<file path="src/rtl/rom_sprite_overlay.sv">
// rom_sprite_overlay: overlays a 16x16 ROM sprite on an RGB888 video stream.
// The sprite position and enable are captured on each vsync rising edge.
// The video and sync signals pass through a 3-stage pipeline. The ROM read takes
// the middle stage. Each ROM byte is the alpha of its pixel.
// Macro SPRITE_BLEND_EN: when defined, linear alpha blend per channel. When
// undefined, a threshold composite on alpha[7] with no multipliers.
module rom_sprite_overlay #(
    parameter int unsigned ADDR_WIDTH = 8,
    parameter int unsigned POS_WIDTH  = 12,
    parameter logic [23:0] SPR_COLOR  = 24'hFF0000
) (
    input  logic                  clk,
    input  logic                  rst,
    input  logic                  vid_de,
    input  logic                  vid_hs,
    input  logic                  vid_vs,
    input  logic [23:0]           vid_rgb,
    input  logic [POS_WIDTH-1:0]  pos_x,
    input  logic [POS_WIDTH-1:0]  pos_y,
    input  logic                  spr_en,
    output logic [ADDR_WIDTH-1:0] rom_addr,
    input  logic [7:0]            rom_data,
    output logic                  out_de,
    output logic                  out_hs,
    output logic                  out_vs,
    output logic [23:0]           out_rgb
);

    localparam int unsigned HALF_W  = ADDR_WIDTH / 2;
    localparam int unsigned VID_W   = 27;
    localparam logic [0:0]  WAIT_VS = 1'b0;
    localparam logic [0:0]  RUN     = 1'b1;
    localparam logic [POS_WIDTH-1:0] CNT_MAX = '1;

    logic [0:0]            state_q, state_d;
    logic                  vs_prev_q, vs_prev_d;
    logic                  de_prev_q, de_prev_d;
    logic [POS_WIDTH-1:0]  x_q, x_d;
    logic [POS_WIDTH-1:0]  y_q, y_d;
    logic [POS_WIDTH-1:0]  px_q, px_d;
    logic [POS_WIDTH-1:0]  py_q, py_d;
    logic                  en_q, en_d;
    logic [ADDR_WIDTH-1:0] rom_addr_q, rom_addr_d;
    logic                  hit1_q, hit1_d;
    logic                  hit2_q, hit2_d;
    logic [VID_W-1:0]      vid1_q, vid1_d;
    logic [VID_W-1:0]      vid2_q, vid2_d;
    logic [VID_W-1:0]      out_q, out_d;

    logic                  vs_rise;
    logic                  de_fall;
    logic [POS_WIDTH:0]    dx;
    logic [POS_WIDTH:0]    dy;
    logic                  hit_c;

`ifdef SPRITE_BLEND_EN
    // One channel of (src*(256-a) + col*a) >> 8, exact at both alpha extremes.
    function automatic logic [7:0] blend_ch(input logic [7:0] src,
                                            input logic [7:0] col,
                                            input logic [7:0] a);
        logic [16:0] acc;
        acc = '0;
        if (a == 8'h00) begin
            blend_ch = src;
        end else if (a == 8'hFF) begin
            blend_ch = col;
        end else begin
            acc = 17'(src) * (17'd256 - 17'(a)) + 17'(col) * 17'(a);
            blend_ch = 8'(acc >> 8);
        end
    endfunction
`endif

    // Mode FSM, frame latch and saturating pixel counters.
    always_comb begin
        vs_rise   = vid_vs & ~vs_prev_q;
        de_fall   = ~vid_de & de_prev_q;
        state_d   = state_q;
        vs_prev_d = vid_vs;
        de_prev_d = vid_de;
        px_d      = px_q;
        py_d      = py_q;
        en_d      = en_q;
        x_d       = x_q;
        y_d       = y_q;

        if (state_q == WAIT_VS && vs_rise) begin
            state_d = RUN;
        end

        if (vs_rise) begin
            px_d = pos_x;
            py_d = pos_y;
            en_d = spr_en;
        end

        if (!vid_de) begin
            x_d = '0;
        end else if (x_q != CNT_MAX) begin
            x_d = x_q + POS_WIDTH'(1);
        end

        if (vs_rise) begin
            y_d = '0;
        end else if (de_fall && y_q != CNT_MAX) begin
            y_d = y_q + POS_WIDTH'(1);
        end
    end

    // Hit test and ROM address. A borrow into the top bit means the pixel is left of or above the sprite.
    always_comb begin
        dx         = {1'b0, x_q} - {1'b0, px_q};
        dy         = {1'b0, y_q} - {1'b0, py_q};
        hit_c      = (state_q == RUN) && en_q && vid_de &&
                     (dx[POS_WIDTH:HALF_W] == '0) && (dy[POS_WIDTH:HALF_W] == '0);
        rom_addr_d = hit_c ? {dy[HALF_W-1:0], dx[HALF_W-1:0]} : '0;
        hit1_d     = hit_c;
        hit2_d     = hit1_q;
        vid1_d     = {vid_de, vid_hs, vid_vs, vid_rgb};
        vid2_d     = vid1_q;
    end

    // Composite stage: uses rom_data returned for the pixel now in stage 2.
    always_comb begin
        out_d = vid2_q;
        if (hit2_q) begin
`ifdef SPRITE_BLEND_EN
            for (int c = 0; c < 3; c++) begin
                out_d[c*8 +: 8] = blend_ch(vid2_q[c*8 +: 8], SPR_COLOR[c*8 +: 8], rom_data);
            end
`else
            if (rom_data >= 8'h80) begin
                out_d[23:0] = SPR_COLOR;
            end
`endif
        end
    end

    // State, counters and pipeline registers.
    always_ff @(posedge clk) begin
        if (rst) begin
            state_q    <= WAIT_VS;
            vs_prev_q  <= 1'b0;
            de_prev_q  <= 1'b0;
            x_q        <= '0;
            y_q        <= '0;
            px_q       <= '0;
            py_q       <= '0;
            en_q       <= 1'b0;
            rom_addr_q <= '0;
            hit1_q     <= 1'b0;
            hit2_q     <= 1'b0;
            vid1_q     <= '0;
            vid2_q     <= '0;
            out_q      <= '0;
        end else begin
            state_q    <= state_d;
            vs_prev_q  <= vs_prev_d;
            de_prev_q  <= de_prev_d;
            x_q        <= x_d;
            y_q        <= y_d;
            px_q       <= px_d;
            py_q       <= py_d;
            en_q       <= en_d;
            rom_addr_q <= rom_addr_d;
            hit1_q     <= hit1_d;
            hit2_q     <= hit2_d;
            vid1_q     <= vid1_d;
            vid2_q     <= vid2_d;
            out_q      <= out_d;
        end
    end

    assign rom_addr = rom_addr_q;
    assign out_de   = out_q[26];
    assign out_hs   = out_q[25];
    assign out_vs   = out_q[24];
    assign out_rgb  = out_q[23:0];

endmodule

</file>
<file path="config.mk">
export PLATFORM = sky130hd
export DESIGN_NAME = rom_sprite_overlay
export DESIGN_NICKNAME = d
export VERILOG_FILES = /design/src/rtl/rom_sprite_overlay.sv
export SDC_FILE = /design/constraint.sdc
export NUM_CORES = 1
export LEC_CHECK = 0
export ABC_AREA = 1
export CORE_AREA = 2 2 111 113
export CTS_BUF_LIST = sky130_fd_sc_hd__clkbuf_4
export DETAILED_ROUTE_END_ITERATION = 8
export DIE_AREA = 0 0 113 115
export MAX_ROUTING_LAYER = met4
export PLACE_DENSITY_LB_ADDON = 0.3
export SETUP_SLACK_MARGIN = 0.3
export SYNTH_ARGS = -nofsm -noshare
export SYNTH_HDL_FRONTEND = slang
export SYNTH_SLANG_ARGS = --single-unit
</file>
<file path="constraint.sdc">
create_clock -name clk -period 4.7 [get_ports clk]
set_clock_uncertainty 0.05 [all_clocks]
set_input_delay 0.94 -clock clk [delete_from_list [all_inputs] [get_ports clk]]
set_output_delay 0.94 -clock clk [all_outputs]
set_load 0.03 [all_outputs]
</file>
---- After elaboration in Yosys (flattened, before gate mapping) ----
Index checks and enable logic that the tools add are counted.
word-level totals
  register bits after elaboration ......... 143
  bits in latches ......................... 0
  memory bits (writable) .................. 0
  memory bits (read-only) ................. 0
  input bits .............................. 62
  output and inout port bits .............. 35
  word-level logic and storage cells ...... 40
  memories kept ........................... 0
cells by class
  add/sub/neg operators ................... 4
  multiply operators ...................... 0
  divide/modulo/power cells ............... 0
  magnitude comparators ................... 1
  equality and inequality tests ........... 2
  shift operators ......................... 0
  mux-type cells .......................... 2
  bitwise operators ....................... 6
  reductions and logical operators ........ 11
operator list
  operator                                        count
  2-to-1 mux 24 bit                               2
  subtractor 12 x 12 -> 13 bit                    2
  adder 12 x 1 -> 12 bit (second input constant)  2
  inequality test 12 bit (second input constant)  2
  zero test 9 bit                                 2
  >= comparator 8 bit (second input constant)     1
  logical AND 1 bit                               6
  OR reduction 2 bit                              3
  inverter 1 bit                                  4
  bitwise AND 1 bit                               2

---- Logic depth before layout (Yosys ltp) ----
Gate-level depths: netlist of the first run.
  depth after elaboration ................. 6
  gate-level depth with buffers ........... 15

---- Worst setup path before layout of the first run ----
No wires, ideal clock.
  kind .................................... register -> register
  from .................................... reg x_q[0]
  to ...................................... reg rom_addr_q[0] (netlist: rom_addr[0])
  library setup time ...................... 0.075 ns
  arrival time ............................ 1.909 ns
  slack ................................... 2.666 ns
  cell stages (with the launch flop) ...... 16
  buffers on the path ..................... 0
  cell sequence ........................... dfxtp_1 -> inv_1 -> ha_1 -> inv_1 -> fa_1 -> nand3_1 -> nand2_1 -> nand2_1 -> nand2_1 -> nand2_1 -> nand2_1 -> nor2_1 -> nand2_1 -> nor2_2 -> nand4_4 -> nor3_2
on the way
  longest elaborated chain between the ends .. 6
RTL lines
  element                              RTL line  RTL
  start: declaration                   38        logic [POS_WIDTH-1:0] x_q, x_d;
  start signal: assignment             145       x_q <= '0;
  start signal: assignment             160       x_q <= x_d;
  subtractor 12 x 12 -> 13 bit *       112       dx = {1'b0, x_q} - {1'b0, px_q};
  zero test 9 bit                      115       (dx[POS_WIDTH:HALF_W] == '0) && (dy[POS_WIDTH:HALF_W] == '0);
  logical AND 1 bit                    114       hit_c = (state_q == RUN) && en_q && vid_de &&
  logical AND 1 bit                    115
  inverter 1 bit (no source line)      --
  OR reduction 2 bit (no source line)  --
  end signal: assignment               165       rom_addr_q <= rom_addr_d;
  end: declaration                     43        logic [ADDR_WIDTH-1:0] rom_addr_q, rom_addr_d;
Mark *: on every way between the ends. The rest lies on a longest branch, timed or not.
A chain may end at the register's enable or synchronous reset.

---- Worst setup path in the final report of the first run ----
  from .................................... reg rom_addr_q[3] (netlist: rom_addr[3])
  to ...................................... out rom_addr[3]
RTL lines
  element           RTL line  RTL
  end: declaration  21        output logic [ADDR_WIDTH-1:0] rom_addr,
No word-level cell between the ends.

==> impl_metrics.py, run 1 <==
metrics = {
    "setup_path": {
        "critical-path-top-delay-family": "buffers and inverters",
        "rr_endpoint": "rom_addr[4]",
        "cp.buffers_inverters": 1,
        "ff2ff_path_depth": 15,
        "cp_cell_sequence": "clkdlybuf4s50_1",
        "rr_startpoint": "x_q[0]",
        "setup.worst_path.class": "flop to output pin",
        "critPathLaunch": "rom_addr[3]",
        "worst-path-stages": 1,
        "cp_slowest_cell": "clkdlybuf4s50_1",
        "worst_path_largest_cell_delay_ns": 0.68,
        "crit_required_ns": 3.71,
        "critical_path.endpoint_type": "output pin",
        "worstPathMaxFanout": 1,
        "ff2ff_setup_slack_ns": 2.29,
        "worst_setup_path_end": "rom_addr[3]",
        "worst_ep_arrival_time_ns": 1.57,
        "startpoint_type": "flop",
    },
    "grt": {
        "grt_pass1_wl_mm": 19.9,
        "grt.met2_usage": 0.326,
        "grt.total_usage": 0.199,
        "grtUsageMet1": 0.236,
        "antenna_found_initial": 1,
        "vias_in_the_first_global_route": 4460,
        "grt.busiest_layer": "met2",
        "gr-total-overflow": 0,
        "met3_usage": 0.0501,
        "grt_max_degree": 68,
    },
    "logic_synthesis": {
        "synth.distinct_cells": 36,
        "netlist_area_um2": 6060,
        "synth_top_cell_area_share": 0.466,
        "synth_ff_type": "dfxtp_1",
        "syn-num-nets": 910,
        "synthesis.area_per_instance_um2": 7.39,
        "post_syn_instances": 820,
        "synth_seq_area_share": 0.466,
        "synth.top_cells.by_area": "dfxtp_1 47%, inv_1 10%, nand2_1 9.2%, nor2_1 8.4%, ha_1 5.4%",
        "ys_warn_count": 0,
        "synth_top_area_cell": "dfxtp_1",
        "synth_enable_flop_cells": 0,
        "ys_seq_elements": 141,
        "async_flop_share": 0,
    },
    "sta": {
        "post-route-period-util": 0.546,
        "timing.slew.headroom": 0.473,
        "maxSlewViolCount": 0,
        "finalCriticalPeriod_ns": 2.56,
        "rsz0062_at_grt": "no",
        "timing.setup.tns_ns": 0,
        "worst_pin_slew_ns": 0.790,
        "max_freq_ghz": 0.390,
        "finalSetupViolCount": 0,
        "hold_viol_final": 0,
    },
    "power": {
        "total_power_mw": 2.25,
        "power.share.clock": 0.311,
        "cellLeakagePower_nw": 3.44,
        "p_per_area_nw_per_um2": 308,
        "power_switching_mw": 0.617,
        "p_comb_frac": 0.133,
        "seq_power_share": 0.556,
        "p_sw_frac": 0.274,
        "ir_drop_uv": 215,
        "cell_internal_pwr_mw": 1.64,
    },
    "run": {
        "max_cap_viol_count": 0,
    },
    "floorplan": {
        "die_height_um": 115,
        "design.core.area_um2": 11800,
        "fp-row-count": 40,
        "die_w_um": 113,
        "floorplan.initialDensity": 0.513,
        "die_area_um2": 13000,
        "io-pin-count": 97,
    },
    "clock_tree": {
        "ctsHoldBuffers": 0,
        "clk_path_buf_depth": 2,
        "cts_setup_buffers": 0,
        "cts_tree": "done",
        "clk_latency_ns": 0.53,
        "cts_repair_resize_count": 0,
        "cts_root_buffer": "clkbuf_4",
        "level_count_of_the_clock_h_tree": 4,
        "clock_sinks": 141,
        "numCtsBuffers": 17,
        "worst_setup_hold_path_clk_slew_ns": 0.12,
    },
    "routing": {
        "route.vias.total": 4941,
        "drtIter0Drc": 253,
        "routed_wirelength_mm": 12.0,
        "antenna_left": 0,
        "via_per_inst": 4.60,
        "detail_route.wl_per_cell_um": 11.1,
        "number_of_iterations_in_the_first_detailed_routing_pass": 7,
        "drc_errors": 3,
    },
    "outcome": {
        "run_status": "finished, violations left",
        "failed_checks": "DRC",
    },
    "layout": {
        "final_common_cell": "inv_1",
        "drive_above_1_share": 0.0670,
        "final_net_count": 1002,
        "layout.cells.most_common_list": "161 x inv_1, 149 x nand2_1, 141 x dfxtp_1",
        "syn2layout_area_growth_pct": 21.0,
    },
    "worst_hold_path": {
        "min_path_type": "flop to flop",
    },
    "place": {
        "dp_hpwl_mm": 8.77,
        "routabilityCongestion": 0.847,
        "placement.io_buffers": 89,
    },
}
==> power by group through the flow <==
stage          combinational [mW]  clock (mW)  sequential (mW)
3_5_place_dp                0.300           0             1.28
2_1_floorplan               0.191           0             1.29
4_1_cts                     0.302       0.725             1.25
6_report                    0.299       0.702             1.25
3_3_place_gp                0.294           0             1.28
5_1_grt                     0.343       0.785             1.26
==> worst min path at each step <==
| stage | startpoint | cells past startpoint | end |
|---|---|---|---|
| after floorplan | hit1_q | 2 | hit2_q |
| after detailed placement | vid1_q[14] | 2 | vid2_q[14] |
| after CTS | vid1_q[2] | 2 | vid2_q[2] |
| after global routing | vid1_q[11] | 2 | vid2_q[11] |
| after global placement | vid2_q[25] | 2 | out_q[25] |
| final | vid1_q[2] | 2 | vid2_q[2] |
==> metrics by stage <==
stage	hold WS [ns]	setup WS [ns]	cell area, um^2	utilization	instances
detailed placement	0.342	1.73	7080	0.599	1040
floorplan	0.338	2.67	6060	-	820
CTS	0.346	2.08	7330	0.620	1072
global placement	0.338	1.78	7080	0.599	1040
finish	0.339	2.14	7330	0.621	1073
global route	0.367	2.03	7330	0.621	1073
==> sequential cells by signal, indices dropped and copies added (netlist names) <==
signal and cells:
en_q 1, x_q 12, py_q 12, rom_addr 8, px_q 12, out_q 27
de_prev_q 1, vid2_q 27, hit2_q 1, y_q 12, hit1_q 1, vid1_q 26
state_q 1
==> logic make-up (layout without fill, tap and decap cells) <==
| group | count (synthesis) | after routing | share of synthesized area |
|---|---|---|---|
| DFF | 141 | 141 | 0.466 |
| and+or+nand+nor | 361 | 361 | 0.261 |
| xor gates and xnor gates | 10 | 10 | 0.0145 |
| buffers and inverters | 182 | 287 | 0.113 |
| adders and majority gates | 28 | 28 | 0.0603 |
| AOI/OAI and AO/OA | 98 | 98 | 0.0853 |
| other | 0 | 1 | 0 |
==> cell usage after synthesis (2+ instances only) <==
cell type and number:
inv_2 2, o21a_1 2, nand3b_1 3, xor2_1 5, dfxtp_1 141, fa_1 2
xnor2_1 5, nand4_1 7, nor2_2 2, buf_1 2, clkbuf_1 16, nor2_1 136
nand3_1 33, o21bai_1 4, nand2_1 149, nand2_2 5, inv_1 161, nor3_1 5
o21ai_0 39, a21oi_2 2, nor3_2 9, nor4_1 2, ha_1 26, a21oi_1 50
==> area by class of cell <==
cell class                      count  area (um^2)
Tap cell                          147          184
Fill cell                        1091         4480
Multi-Input combinational cell    497         2550
Antenna cell                        1         2.50
Inverter                          163          612
Clock buffer                       18          135
Timing Repair Buffer               92          908
Sequential cell                   141         2820
Clock inverter                     14          116
==> metal layers <==
layer | vias to the layer above | routed length [um] | share of wire
li1 | 2696 | - | -
met3 | 8 | 536 | 0.045
met2 | 80 | 5820 | 0.49
met1 | 2157 | 5450 | 0.46
met5 | - | 0 | 0
met4 | 0 | 139 | 0.012
Power figures use the tool's default switching activity.
==> run 2: changes to the inputs <==
--- a/config.mk
+++ b/config.mk
@@ -6,10 +6,10 @@
 export NUM_CORES = 1
 export LEC_CHECK = 0
 export ABC_AREA = 1
-export CORE_AREA = 2 2 111 113
+export CORE_AREA = 2 2 114 116
 export CTS_BUF_LIST = sky130_fd_sc_hd__clkbuf_4
 export DETAILED_ROUTE_END_ITERATION = 8
-export DIE_AREA = 0 0 113 115
+export DIE_AREA = 0 0 116 118
 export MAX_ROUTING_LAYER = met4
 export PLACE_DENSITY_LB_ADDON = 0.3
 export SETUP_SLACK_MARGIN = 0.3
==> constraint.sdc (replaced) <==
create_clock -name clk -period 2.2 [get_ports clk]
set_clock_uncertainty 0.05 [all_clocks]
set_input_delay 0.44 -clock clk [delete_from_list [all_inputs] [get_ports clk]]
set_output_delay 0.44 -clock clk [all_outputs]
set_load 0.03 [all_outputs]
==> impl_metrics.py, run 2 (synthesized netlist as in run 1, its figures left out) <==
metrics = {
    "outcome": {
        "run_status": "finished, final reports clean",
    },
    "layout": {
        "post-route-cell-area_um2": 7620,
        "drive_above_1_share": 0.126,
        "biggestRegsByFlops": "out_q: 27 flops, vid2_q: 27 flops, vid1_q: 26 flops",
        "final_net_count": 1023,
        "syn2layout_area_growth_pct": 25.7,
        "layout.cells.most_common_list": "157 x inv_1, 143 x nand2_1, 136 x dfxtp_1",
        "final_common_cell": "inv_1",
        "filler_cell_count_in_the_final_layout": 1150,
        "final_core_utilization": 0.614,
    },
    "setup_path": {
        "cp_slowest_cell": "dfxtp_2",
        "ff2ff_path_depth": 15,
        "rr_endpoint": "rom_addr[3]",
        "crit_required_ns": 2.60,
        "rr_startpoint": "x_q[0]",
        "critPathLaunch": "x_q[0]",
        "worst_ep_arrival_time_ns": 2.55,
        "cp_cell_sequence": "inv_2, ha_4, inv_2, fa_2, nand3_2, nand2_2, nand2_2, nand2_1, nand2_1, nand2_1, nor2_2, nand2_2, nor2_4, nand4_4, nor3_4",
        "setup.worst_path.class": "flop to flop",
        "startpoint_type": "flop",
        "ff2ff_setup_slack_ns": 0.06,
        "worst_path_largest_cell_delay_ns": 0.35,
        "worstPathMaxFanout": 5,
        "critical_path.endpoint_type": "flop",
        "worst_setup_path_end": "rom_addr[3]",
    },
    "floorplan": {
        "die_height_um": 118,
        "fp-row-count": 41,
        "io-pin-count": 97,
        "die_area_um2": 13700,
        "die_w_um": 116,
        "floorplan.initialDensity": 0.488,
        "design.core.area_um2": 12400,
    },
    "grt": {
        "grt_pass1_wl_mm": 20.9,
        "grt_max_degree": 67,
        "antenna_found_initial": 1,
        "grt.met2_usage": 0.333,
        "grtUsageMet1": 0.230,
        "vias_in_the_first_global_route": 4685,
        "met3_usage": 0.0417,
        "grt.total_usage": 0.198,
        "gr-total-overflow": 0,
        "grt.busiest_layer": "met2",
    },
    "routing": {
        "drtIter0Drc": 277,
        "number_of_iterations_in_the_first_detailed_routing_pass": 5,
        "detail_route.wl_per_cell_um": 11.1,
        "antenna_left": 0,
        "drc_errors": 0,
        "via_per_inst": 4.57,
        "route.vias.total": 5114,
        "routed_wirelength_mm": 12.4,
    },
    "clock_tree": {
        "clock_sinks": 141,
        "cts_tree": "done",
        "numCtsBuffers": 17,
        "worst_setup_hold_path_clk_slew_ns": 0.14,
        "clk_path_buf_depth": 2,
        "level_count_of_the_clock_h_tree": 4,
        "cts_root_buffer": "clkbuf_4",
        "clk_latency_ns": 0.54,
        "ctsHoldBuffers": 0,
    },
    "sta": {
        "hold_viol_final": 0,
        "worst_pin_slew_ns": 0.635,
        "rsz0062_at_grt": "yes",
        "timing.slew.headroom": 0.577,
        "finalCriticalPeriod_ns": 2.14,
        "max_freq_ghz": 0.466,
        "post-route-period-util": 0.974,
        "maxSlewViolCount": 0,
        "worst_hold_slack_ns": 0.316,
        "finalSetupViolCount": 0,
    },
    "power": {
        "total_power_mw": 4.83,
        "p_per_area_nw_per_um2": 634,
        "ir_drop_uv": 416,
        "cellLeakagePower_nw": 3.71,
    },
    "place": {
        "routabilityCongestion": 0.843,
        "placed_cell_area_um2": 7240,
        "placement.io_buffers": 89,
        "dp_hpwl_mm": 9.02,
    },
    "worst_hold_path": {
        "min_path_type": "input port to flop",
    },
    "run": {
        "max_cap_viol_count": 0,
    },
}
[run 2: where the power goes]
group / switching [mW] / internal, mW / total (mW)
clock: 0.974 / 0.479 / 1.45
combinational: 0.392 / 0.303 / 0.696
sequential: 0.0283 / 2.65 / 2.68
total: 1.39 / 3.43 / 4.83
[run 2: repair_timing]
action                                  4_1_cts  5_1_grt
gates resized for setup                      48       21
setup buffers                                 1        4
pin swaps                                     3        4
gates cloned                                  2        0
endpoints found under the setup margin       48       20
[run 2: through the flow]
stage	setup slack, ns	setup TNS, ns	std cells
2_1_floorplan	0.200	0	820
3_3_place_gp	0.0151	0	1079
3_5_place_dp	-0.0198	-0.0384	1079
4_1_cts	0.0515	0	1114
5_1_grt	-0.0988	-0.672	1119
6_report	0.0562	0	1119
[run 2: worst min path at each step]
stage,startpoint,endpoint,depth (start not counted),slack (ns)
after detailed placement,vid1_q[12],vid2_q[12],2,0.34
after CTS,rst,x_q[4],5,0.26
after global routing,rst,y_q[2],5,0.28
after global placement,vid1_q[6],vid2_q[6],2,0.34
final,rst,x_q[4],5,0.32
after floorplan,hit1_q,hit2_q,2,0.34
[run 2: critical path: cells and delay by family (launching register included)]
kind	cells	cell delay, ns
and+or+nand+nor	11	1.11
adders and majority gates	2	0.47
DFF	1	0.35
buffers and inverters	2	0.09
[run 2: routing by layer]
metal  up-vias  routed length, um
met4         0                236
met5         -                  0
li1       2743                  -
met1      2280               5510
met3        16                359
met2        75               6320
[run 2: final cells by class]
type | instances | area, um^2 | share of cell area
repair buffers | 111 | 1010 | 0.132
flip-flops and latches | 141 | 2830 | 0.371
diodes | 1 | 2.50 | 0.000329
clock buffers | 18 | 135 | 0.0177
well taps | 172 | 215 | 0.0283
multi-input cells | 499 | 2710 | 0.355
inverters | 163 | 612 | 0.0803
clock inverters | 14 | 111 | 0.0146
